### src/rtl/iagc_pkg.sv
// rtl/iagc_pkg.sv - shared IAGC status encodings, framer states and frame helpers
//
// Purpose : common definitions for the telemetry framer and its byte handshake.
// Contents: IAGC_STATUS_SIZE, IAGC status encodings, framer_state_e,
//           DEFAULT_SYNC_BYTE, frame_len() payload-length helper.
package iagc_pkg;

    localparam int IAGC_STATUS_SIZE = 4;

    // Global IAGC FSM status encodings as seen on i_iagcStatus.
    localparam logic [IAGC_STATUS_SIZE-1:0] IAGC_ST_IDLE    = 4'h0;
    localparam logic [IAGC_STATUS_SIZE-1:0] IAGC_ST_ACQUIRE = 4'h1;
    localparam logic [IAGC_STATUS_SIZE-1:0] IAGC_ST_TRACK   = 4'h3;
    localparam logic [IAGC_STATUS_SIZE-1:0] IAGC_ST_HOLD    = 4'h5;
    localparam logic [IAGC_STATUS_SIZE-1:0] IAGC_ST_FAULT   = 4'hF;

    typedef enum logic [1:0] {
        ST_IDLE,
        ST_SEND,
        ST_WAIT_ACK,
        ST_WAIT_RDY
    } framer_state_e;

    localparam logic [7:0] DEFAULT_SYNC_BYTE = 8'hA5;

    // Payload length in bytes (the LEN byte of a frame).
    function automatic int frame_len(input int num_fields, input int field_width);
        return (num_fields * field_width) / 8;
    endfunction

endpackage

### src/rtl/tx_byte_handshake.sv
// rtl/tx_byte_handshake.sv - one-byte strobe-and-wait handshake toward uart_tx
//
// Purpose : walks SEND -> WAIT_ACK -> WAIT_RDY for each byte of a frame.
// Ports   : i_clock, i_nReset (async active-low)
//           i_start     capture pulse, leaves IDLE for SEND
//           i_last      current byte is the final byte of the frame
//           i_txReady   uart_tx ready
//           o_txValid   registered single-cycle start_tx strobe
//           o_byte_done byte fully handed over (WAIT_RDY saw ready)
module tx_byte_handshake (
    input  logic i_clock,
    input  logic i_nReset,
    input  logic i_start,
    input  logic i_last,
    input  logic i_txReady,
    output logic o_txValid,
    output logic o_byte_done
);
    import iagc_pkg::*;

    framer_state_e state_q, state_d;
    logic          tx_valid_q, tx_valid_d;

    always_comb begin
        state_d     = state_q;
        tx_valid_d  = 1'b0;
        o_byte_done = 1'b0;
        case (state_q)
            ST_IDLE: begin
                if (i_start) state_d = ST_SEND;
            end
            ST_SEND: begin
                if (i_txReady) begin
                    tx_valid_d = 1'b1;
                    state_d    = ST_WAIT_ACK;
                end
            end
            // uart_tx acknowledges the strobe by dropping ready.
            ST_WAIT_ACK: begin
                if (!i_txReady) state_d = ST_WAIT_RDY;
            end
            ST_WAIT_RDY: begin
                if (i_txReady) begin
                    o_byte_done = 1'b1;
                    state_d     = i_last ? ST_IDLE : ST_SEND;
                end
            end
            default: state_d = ST_IDLE;
        endcase
    end

    always_ff @(posedge i_clock or negedge i_nReset) begin
        if (!i_nReset) begin
            state_q    <= ST_IDLE;
            tx_valid_q <= 1'b0;
        end else begin
            state_q    <= state_d;
            tx_valid_q <= tx_valid_d;
        end
    end

    assign o_txValid = tx_valid_q;

endmodule

### src/rtl/telemetry_framer.sv
// rtl/telemetry_framer.sv - rate-limited telemetry framer feeding uart_tx
//
// Purpose : snapshots NUM_FIELDS payload words plus IAGC status and streams
//           SYNC, STATUS, LEN, payload (field 0 first, MSB byte first), CHK.
// Ports   : i_clock, i_nReset (async active-low)
//           i_iagcStatus  IAGC status, i_fields payload (field 0 in LSBs)
//           i_update      new-fields strobe, i_enable framing allowed
//           i_txReady     uart_tx ready
//           o_txData/o_txValid byte and start_tx strobe toward uart_tx
//           o_busy        capture until last byte accepted
//           o_dropCount   saturating count of rejected updates
module telemetry_framer #(
    parameter int         IAGC_STATUS_SIZE = iagc_pkg::IAGC_STATUS_SIZE,
    parameter int         NUM_FIELDS       = 4,
    parameter int         FIELD_WIDTH      = 16,
    parameter int         UART_DATA_SIZE   = 8,
    parameter logic [7:0] SYNC_BYTE        = iagc_pkg::DEFAULT_SYNC_BYTE,
    parameter int         MIN_GAP_CYCLES   = 1_000_000,
    parameter int         DROP_COUNT_SIZE  = 16
) (
    input  logic                                i_clock,
    input  logic                                i_nReset,
    input  logic [IAGC_STATUS_SIZE-1:0]         i_iagcStatus,
    input  logic [NUM_FIELDS*FIELD_WIDTH-1:0]   i_fields,
    input  logic                                i_update,
    input  logic                                i_enable,
    input  logic                                i_txReady,
    output logic [UART_DATA_SIZE-1:0]           o_txData,
    output logic                                o_txValid,
    output logic                                o_busy,
    output logic [DROP_COUNT_SIZE-1:0]          o_dropCount
);
    import iagc_pkg::*;

    localparam int FRAME_LEN       = frame_len(NUM_FIELDS, FIELD_WIDTH);
    localparam int BYTES_PER_FIELD = FIELD_WIDTH / 8;
    localparam int LAST_IDX        = FRAME_LEN + 3;
    localparam int IDX_W           = $clog2(LAST_IDX + 1);
    localparam int GAP_W           = $clog2(MIN_GAP_CYCLES + 2);

    localparam logic [IDX_W-1:0]           IDX_SYNC   = '0;
    localparam logic [IDX_W-1:0]           IDX_STATUS = IDX_W'(1);
    localparam logic [IDX_W-1:0]           IDX_LEN    = IDX_W'(2);
    localparam logic [IDX_W-1:0]           IDX_CHK    = IDX_W'(LAST_IDX);
    localparam logic [GAP_W-1:0]           GAP_MAX    = GAP_W'(MIN_GAP_CYCLES);
    localparam logic [DROP_COUNT_SIZE-1:0] DROP_MAX   = '1;

    logic [NUM_FIELDS*FIELD_WIDTH-1:0] snap_fields_q, snap_fields_d;
    logic [IAGC_STATUS_SIZE-1:0]       snap_status_q, snap_status_d;
    logic [IAGC_STATUS_SIZE-1:0]       shadow_q, shadow_d;
    logic                              shadow_vld_q, shadow_vld_d;
    logic [GAP_W-1:0]                  gap_q, gap_d;
    logic                              busy_q, busy_d;
    logic [IDX_W-1:0]                  idx_q, idx_d;
    logic [UART_DATA_SIZE-1:0]         chk_q, chk_d;
    logic [UART_DATA_SIZE-1:0]         tx_data_q, tx_data_d;
    logic [DROP_COUNT_SIZE-1:0]        drop_q, drop_d;
    logic [UART_DATA_SIZE-1:0]         byte_sel;

    logic status_change, gap_open, capture, last_byte, byte_done, tx_valid;

    // The shadow is loaded from the live status on the first cycle after
    // reset, so no status-change frame is raised by reset release alone.
    assign status_change = shadow_vld_q && (i_iagcStatus != shadow_q);
    assign gap_open      = (gap_q >= GAP_MAX);
    assign capture       = !busy_q && i_enable && ((i_update && gap_open) || status_change);
    assign last_byte     = (idx_q == IDX_CHK);

    always_comb begin
        snap_fields_d = snap_fields_q;
        snap_status_d = snap_status_q;
        shadow_vld_d  = 1'b1;
        shadow_d      = shadow_q;
        gap_d         = gap_open ? GAP_MAX : gap_q + 1'b1;
        busy_d        = busy_q;
        idx_d         = idx_q;
        chk_d         = chk_q;
        drop_d        = drop_q;

        // While framing is disabled the shadow follows the bus, so a status
        // that changed during the disabled window does not trigger a frame.
        if (!shadow_vld_q || !i_enable) shadow_d = i_iagcStatus;

        if (i_update && i_enable && !capture && (drop_q != DROP_MAX)) begin
            drop_d = drop_q + 1'b1;
        end

        if (capture) begin
            snap_fields_d = i_fields;
            snap_status_d = i_iagcStatus;
            shadow_d      = i_iagcStatus;
            gap_d         = '0;
            busy_d        = 1'b1;
            idx_d         = IDX_SYNC;
            chk_d         = '0;
        end

        // tx_data_q holds the byte just handed over; SYNC and CHK are not summed.
        if (byte_done) begin
            if ((idx_q != IDX_SYNC) && !last_byte) chk_d = chk_q + tx_data_q;
            if (last_byte) begin
                busy_d = 1'b0;
                idx_d  = IDX_SYNC;
            end else begin
                idx_d = idx_q + 1'b1;
            end
        end
    end

    // Byte for the next index, registered so o_txData only moves when the
    // index moves (capture or WAIT_RDY exit).
    always_comb begin
        byte_sel = '0;
        if (idx_d == IDX_SYNC) begin
            byte_sel = UART_DATA_SIZE'(SYNC_BYTE);
        end else if (idx_d == IDX_STATUS) begin
            byte_sel = UART_DATA_SIZE'(snap_status_d);
        end else if (idx_d == IDX_LEN) begin
            byte_sel = UART_DATA_SIZE'(FRAME_LEN);
        end else if (idx_d == IDX_CHK) begin
            byte_sel = chk_d;
        end else begin
            for (int k = 0; k < FRAME_LEN; k++) begin
                if (idx_d == IDX_W'(k + 3)) begin
                    byte_sel = snap_fields_d[(k / BYTES_PER_FIELD) * FIELD_WIDTH
                                + (BYTES_PER_FIELD - 1 - (k % BYTES_PER_FIELD)) * 8
                                +: UART_DATA_SIZE];
                end
            end
        end
        tx_data_d = busy_d ? byte_sel : tx_data_q;
    end

    always_ff @(posedge i_clock or negedge i_nReset) begin
        if (!i_nReset) begin
            snap_fields_q <= '0;
            snap_status_q <= '0;
            shadow_q      <= '0;
            shadow_vld_q  <= 1'b0;
            gap_q         <= GAP_MAX;
            busy_q        <= 1'b0;
            idx_q         <= IDX_SYNC;
            chk_q         <= '0;
            tx_data_q     <= '0;
            drop_q        <= '0;
        end else begin
            snap_fields_q <= snap_fields_d;
            snap_status_q <= snap_status_d;
            shadow_q      <= shadow_d;
            shadow_vld_q  <= shadow_vld_d;
            gap_q         <= gap_d;
            busy_q        <= busy_d;
            idx_q         <= idx_d;
            chk_q         <= chk_d;
            tx_data_q     <= tx_data_d;
            drop_q        <= drop_d;
        end
    end

    tx_byte_handshake u_handshake (
        .i_clock     (i_clock),
        .i_nReset    (i_nReset),
        .i_start     (capture),
        .i_last      (last_byte),
        .i_txReady   (i_txReady),
        .o_txValid   (tx_valid),
        .o_byte_done (byte_done)
    );

    assign o_txData    = tx_data_q;
    assign o_txValid   = tx_valid;
    assign o_busy      = busy_q;
    assign o_dropCount = drop_q;

endmodule
### config.mk
export PLATFORM = sky130hd
export DESIGN_NAME = telemetry_framer
export DESIGN_NICKNAME = d
export VERILOG_FILES = /design/src/rtl/iagc_pkg.sv /design/src/rtl/tx_byte_handshake.sv /design/src/rtl/telemetry_framer.sv
export SDC_FILE = /design/constraint.sdc
export NUM_CORES = 1
export LEC_CHECK = 0
export ABC_AREA = 1
export ABC_CLOCK_PERIOD_IN_PS = 3500
export BUFFER_PORTS_ARGS = -buffer_cell sky130_fd_sc_hd__buf_2
export CAP_MARGIN = 10
export CORE_ASPECT_RATIO = 0.8
export CORE_MARGIN = 1.5
export CORE_UTILIZATION = 45
export CTS_CLUSTER_SIZE = 8
export DETAILED_ROUTE_END_ITERATION = 16
export GPL_ROUTABILITY_DRIVEN = 0
export GPL_TIMING_DRIVEN = 0
export PLACE_DENSITY = 0.65
export SYNTH_ARGS = -nofsm -noshare
export SYNTH_HDL_FRONTEND = slang
export SYNTH_SLANG_ARGS = --single-unit
export TNS_END_PERCENT = 10
### constraint.sdc
create_clock -name i_clock -period 3.5 [get_ports i_clock]
set_clock_uncertainty 0.2 [all_clocks]
set_input_delay 0.175 -clock i_clock [delete_from_list [all_inputs] [get_ports i_clock]]
set_output_delay 0.175 -clock i_clock [all_outputs]
set_load 0.01 [all_outputs]
==> impl_metrics.json, run 1 <==
{
  "status": "complete, no violations",
  "clkSinkCount": 133,
  "hold_path_depth": 5,
  "power.share.clock_pct": 29.3,
  "synth-seq-cells": 133,
  "maxSlewHeadroom_pct": 58.82,
  "fin_crit_sh_pct": 90.60,
  "finalHoldViolCount": 0,
  "path_depth": 18,
  "avgViaCountPerCell": 4.815,
  "crit_fanout": 10,
  "gr-total-overflow": 0,
  "rrSetupSlack_ns": 0.33,
  "ys_async_sr_fraction_pct": 100.0,
  "final.setup.tns_ns": 0,
  "synthesis.area_um2": 6838,
  "grt_usage_pct": 22.86,
  "dr.pass1.iters": 4,
  "grt_use_met3_pct": 5.332,
  "cp.buffers_inverters": 5,
  "synth-edff-count": 0,
  "areaGrowthSynthToFinish_pct": 30.83,
  "critPathRequiredTime_ns": 3.66,
  "rows": 40,
  "dpl_cell_area_um2": 7599,
  "start_util_pct": 45.85,
  "ctsLongestPathBuffers": 2,
  "wl_per_cell_um": 13.98,
  "post-route-min-period_ns": 3.171,
  "slowest_delay_ns": 0.56,
  "dieArea_um2": 15950,
  "power_frac_seq_pct": 36.8,
  "ant_nets": 0,
  "die_height_um": 113.3,
  "power.switching_mw": 2.335,
  "path_clk_slew_ns": 0.06,
  "switching_share_pct": 35.37,
  "timing_worst_slew_pin_value_ns": 0.6177,
  "max-vdd-ir-drop_uv": 454.9,
  "ff2ff_path_depth": 18,
  "criticalPathCategory": "register to register",
  "grt.busiest_layer": "met2",
  "cp_cell_sequence": "inv_2 -> nor2_1 -> nand2_1 -> nand2_1 -> nand2_2 -> nand2_4 -> nand2_1 -> nand2_1 -> nand2_2 -> buf_6 -> inv_2 -> buf_2 -> o22ai_2 -> a21oi_2 -> inv_1 -> a31oi_1 -> o21ai_1 -> nand2_1",
  "ys_types": 49,
  "dp_hpwl_um": 12050,
  "use_met2_pct": 35.37,
  "drive_above_1_share_pct": 19.96,
  "rsz0062_at_grt": "no",
  "setup_viol": 0,
  "hp-class": "primary input to register",
  "finalMaxSlewViolations": 0,
  "nets": 1120,
  "crit_top_cell": "nand2_1",
  "fillCellCount": 1354,
  "finish.instance_area_um2": 8946,
  "grt_use_met1_pct": 32.65,
  "drc": 0,
  "syn_nets": 932,
  "internal_power_mw": 4.267,
  "htree_levels": 4,
  "grt_max_degree": 70,
  "multi_input_area_um2": 3025,
  "antenna_found_initial": 0,
  "drt_iter0_markers": 333,
  "io_pins": 99,
  "wirelength_um": 17210,
  "cpMaxStageDelayCell": "dfstp_2",
  "leakage_nw": 4.596,
  "core-area_um2": 14910,
  "cp-end-kind": "register",
  "clock.fmax_mhz": 315.3,
  "grt_pass1_vias": 5575,
  "numPortBuffers": 98,
  "clk_latency_ns": 0.42,
  "yosys_warnings": 0,
  "seq_area_um2": 3337,
  "ys.flop_type": "dfrtp_1",
  "comb_power_share_pct": 33.9,
  "path_delay_family": "compound AO/OA/AOI/OAI gates",
  "n_antenna_cell": 0,
  "total_power_mw": 6.601,
  "cts_tree": "built",
  "numCtsBuffers": 17,
  "syn_inst": 841,
  "postSynthAreaPerCell_um2": 8.131,
  "root_buffer": "clkbuf_16",
  "power.density_nw_per_um2": 737.9,
  "ys_seq_area_share_pct": 48.80,
  "die_w_um": 140.8,
  "vias": 5927,
  "max_cap_violations": 0,
  "setup.worst_path.start_class": "register",
  "grt_first_pass_wirelength_um": 28210,
  "arrival_ns": 3.33,
  "postCtsSetupRepairBufs": 0
}
cells in the final DEF (no fill, tap or decap), types with 4 or more instances in the layout:
cell	instances
nand2_1	287
dfrtp_1	126
buf_2	106
inv_1	83
dlygate4sd3_1	70
nor2_1	62
nand3_1	40
a21oi_1	33
o21ai_0	25
nor3_1	23
ha_1	17
clkbuf_16	17
xor2_1	16
or2_2	14
nand4_1	13
xnor2_1	10
nand2_2	8
nor2_2	7
dfstp_2	7
buf_6	6
inv_2	5
mux2_2	5
buf_4	4
nor2_4	4
clkinvlp_4	4
bufinv_16	4
through the flow:
stage	util (%)	setup slack, ns	hold WS (ns)	instances
3_3_place_gp	50.72	0.1749	0.2032	1128
5_1_grt	59.98	0.1150	0.03832	1231
4_1_cts	59.96	0.09776	0.02005	1231
2_1_floorplan	-	1.036	-0.3206	841
6_report	59.98	0.3289	0.02986	1231
3_5_place_dp	50.95	0.2737	0.009207	1129
timing repair:
action,CTS,global route
endpoints found under the hold margin,139,0
resized for setup,0,1
hold buffers,70,0
setup endpoints to repair,0,1
power groups by stage:
stage	clock network [mW]	logic (mW)	registers, mW
6_report	1.93	2.24	2.43
5_1_grt	2.03	2.54	2.50
4_1_cts	1.96	2.23	2.43
3_5_place_dp	0	2.15	2.45
3_3_place_gp	0	2.11	2.44
2_1_floorplan	0	1.53	2.43
worst paths after layout:
| check | end | startpoint |
|---|---|---|
| setup / recovery | o_txData[3]$_DFFE_PN0P_ | gap_q[9]$_DFF_PN1_ |
| hold / removal | o_dropCount[2]$_DFFE_PN0P_ | i_update |
| setup reg to reg | o_txData[3]$_DFFE_PN0P_ | gap_q[9]$_DFF_PN1_ |
| hold reg to reg | snap_fields_q[17]$_DFF_PN0_ | snap_fields_q[17]$_DFF_PN0_ |
| max in group asynchronous | gap_q[6]$_DFF_PN1_ | i_nReset |
| min in group asynchronous | snap_fields_q[37]$_DFF_PN0_ | i_nReset |
routing by layer:
layer | up-vias | part of all wire (%)
li1 | 3031 | -
met1 | 2769 | 50
met2 | 116 | 45
met3 | 11 | 4.0
met4 | 0 | 0.82
met5 | - | 0
area by class of cell:
class / instances / share of cell area (%)
Inverter: 91 / 3.846
Buffer: 19 / 1.510
Timing Repair Buffer: 169 / 13.69
Clock buffer: 21 / 5.259
Sequential cell: 133 / 37.30
Clock inverter: 11 / 1.930
Multi-Input combinational cell: 598 / 33.82
Tap cell: 189 / 2.643
state kept, by name (all words and copies together), names as in the netlist:
name / cells
chk_q: 8
gap_q: 20
idx_q: 4
o_busy: 1
o_dropCount: 16
o_txData: 8
shadow_q: 4
shadow_vld_q: 1
snap_fields_q: 64
snap_status_q: 4
u_handshake.o_txValid: 1
u_handshake.state_q: 2
cells by family (layout without fill, tap and decap cells):
family,after synthesis,after routing,synth area share (%)
AO/OA/AOI/OAI,75,75,6.331
other,1,1,0.05484
AND/OR/NAND/NOR,470,470,29.81
adder cells (fa/ha/maj),18,18,3.403
buffers and inverters,110,311,7.008
XOR/XNOR,26,26,3.330
flip-flops,133,133,48.80
multiplexers,8,8,1.263
cell usage after synthesis, drive strengths merged (7+ instances only):
cell type,n,area share (%)
nand4,13,1.2
buf,18,1.9
xnor2,10,1.3
o21ai,27,2.0
xor2,16,2.0
a21oi,36,2.9
inv,89,4.9
nor3,23,1.7
nand3,41,3.2
ha,17,3.1
nand2,297,17
dfstp,7,2.7
or2,17,1.6
nor2,73,4.7
dfrtp,126,46
tightest hold or removal path: stages:
cell and delay, ns:
buf_2 0.11, nand2_1 0.06, inv_1 0.09, nand4_1 0.12, xnor2_1 0.06
No activity file was read; power rests on OpenSTA's default activity.
==> run 2: changes to the inputs <==
--- a/config.mk
+++ b/config.mk
@@ -12,6 +12,7 @@
 export CORE_ASPECT_RATIO = 0.8
 export CORE_MARGIN = 1.5
 export CORE_UTILIZATION = 45
+export CTS_BUF_LIST = sky130_fd_sc_hd__clkbuf_16
 export CTS_CLUSTER_SIZE = 8
 export DETAILED_ROUTE_END_ITERATION = 16
 export GPL_ROUTABILITY_DRIVEN = 0
==> impl_metrics.json, run 2 (synthesis results as in run 1) <==
{
  "grt_usage_pct": 22.90,
  "status": "complete, no violations",
  "vias": 5915,
  "grt_first_pass_wirelength_um": 28290,
  "max_cap_violations": 0,
  "finalHoldViolCount": 0,
  "numCtsBuffers": 17,
  "wl_per_cell_um": 14.03,
  "whs_ns": 0.03193,
  "io_pins": 99,
  "max-vdd-ir-drop_uv": 452.0,
  "dr.pass1.iters": 4,
  "power.density_nw_per_um2": 733.1,
  "areaGrowthSynthToFinish_pct": 30.39,
  "drive_above_1_share_pct": 19.67,
  "arrival_ns": 3.34,
  "drc": 0,
  "top_register": "snap_fields_q",
  "ant_nets": 0,
  "timing_worst_slew_pin_value_ns": 0.6175,
  "wirelength_um": 17270,
  "post-route-min-period_ns": 3.184,
  "criticalPathCategory": "register to register",
  "total_power_mw": 6.537,
  "leakage_nw": 4.583,
  "final.setup.tns_ns": 0,
  "die_height_um": 113.3,
  "antenna_found_initial": 0,
  "cp-end-kind": "register",
  "setup_viol": 0,
  "finalMaxSlewViolations": 0,
  "clock.fmax_mhz": 314.0,
  "grt_use_met3_pct": 5.375,
  "die_w_um": 140.8,
  "hp-class": "primary input to register",
  "n_antenna_cell": 0,
  "rsz0062_at_grt": "no",
  "post-place-ws_ns": 0.2737,
  "largest_register_ffs": 64,
  "crit_fanout": 10,
  "final_cell_mix": "287 x nand2_1, 126 x dfrtp_1, 106 x buf_2",
  "gr-total-overflow": 0,
  "rows": 40,
  "dieArea_um2": 15950,
  "core-area_um2": 14910,
  "setup.worst_path.start_class": "register",
  "nets": 1120,
  "ctsLongestPathBuffers": 2,
  "grt_max_degree": 70,
  "clkSinkCount": 133,
  "maxSlewHeadroom_pct": 58.83,
  "worst_slack_ns": 0.3155,
  "clk_latency_ns": 0.42,
  "avgViaCountPerCell": 4.805,
  "multi_input_area_um2": 3025,
  "fin_crit_sh_pct": 90.98,
  "grt_use_met1_pct": 32.65,
  "cts_tree": "built",
  "use_met2_pct": 35.53,
  "critPathRequiredTime_ns": 3.66,
  "dpl.cell_count": 1129,
  "stdcell_count": 1231,
  "htree_levels": 4,
  "seq_area_um2": 3337,
  "final_common_cell": "nand2_1",
  "root_buffer": "clkbuf_16",
  "grt.busiest_layer": "met2",
  "fillCellCount": 1361,
  "postCtsSetupRepairBufs": 0,
  "path_clk_slew_ns": 0.06,
  "drt_iter0_markers": 344,
  "dp_hpwl_um": 12050,
  "grt_pass1_vias": 5602,
  "numPortBuffers": 98,
  "start_util_pct": 45.85
}
## run 2: cell count changes in the layout (fill, tap and decap cells not counted)
cell	before	now
clkbuf_8	3	0
clkbuf_1	2	1
inv_1	83	84
clkinv_1	2	5
## run 2: final cells by class
cell class / instances / area share [%]
clock buffer: 17 / 4.771
multi-input combinational: 598 / 33.93
buffer: 19 / 1.516
timing repair buffer: 169 / 13.74
tap: 189 / 2.652
clock inverter: 15 / 2.105
inverter: 91 / 3.859
sequential: 133 / 37.43
## run 2: final timing paths
path,slack [ns],endpoint,depth (start not counted),from
max,0.32,o_txData[3]$_DFFE_PN0P_,18,gap_q[9]$_DFF_PN1_
min,0.03,o_dropCount[2]$_DFFE_PN0P_,5,i_update
max reg2reg,0.32,o_txData[3]$_DFFE_PN0P_,18,gap_q[9]$_DFF_PN1_
min reg2reg,0.28,snap_fields_q[11]$_DFF_PN0_,2,snap_fields_q[11]$_DFF_PN0_
max in group asynchronous,2.19,gap_q[6]$_DFF_PN1_,3,i_nReset
min in group asynchronous,0.11,snap_fields_q[37]$_DFF_PN0_,2,i_nReset
## run 2: worst max-delay path, cell delays in order (launching register included)
cell and delay [ns]:
dfstp_2 0.56, inv_2 0.05, nor2_1 0.13, nand2_1 0.08, nand2_1 0.09, nand2_2 0.07
nand2_4 0.10, nand2_1 0.07, nand2_1 0.08, nand2_2 0.08, buf_6 0.17, inv_2 0.14
buf_2 0.28, o22ai_2 0.21, a21oi_2 0.30, inv_1 0.13, a31oi_1 0.22, o21ai_1 0.10
nand2_1 0.06
## run 2: timing repair
| action | in CTS | in global routing |
|---|---|---|
| resized for setup | 0 | 1 |
| hold buffers | 70 | 0 |
| endpoints found under the hold margin | 139 | 0 |
| setup endpoints to repair | 0 | 1 |
## run 2: routing by layer
layer	share of wire, %	routed length [um]	vias to the layer above
li1	-	-	3028
met5	0	0	-
met3	4.2	730	11
met1	50	8632	2757
met2	45	7764	119
met4	0.82	141	0
## run 2: where the power goes
part           internal, mW  total, mW  leakage (nW)  switching [mW]
combinational         0.862       2.25          2.66            1.38
clock                  1.18       1.86         0.289           0.678
sequential             2.15       2.43          1.64           0.276
total                  4.20       6.54          4.58            2.34
## run 2: through the flow
step                      cell area, um2  utilization [%]
after global routing                8916            59.78
after detailed placement            7599            50.95
after floorplan                     6838                -
after CTS                           8912            59.76
final                               8916            59.78
after global placement              7565            50.72
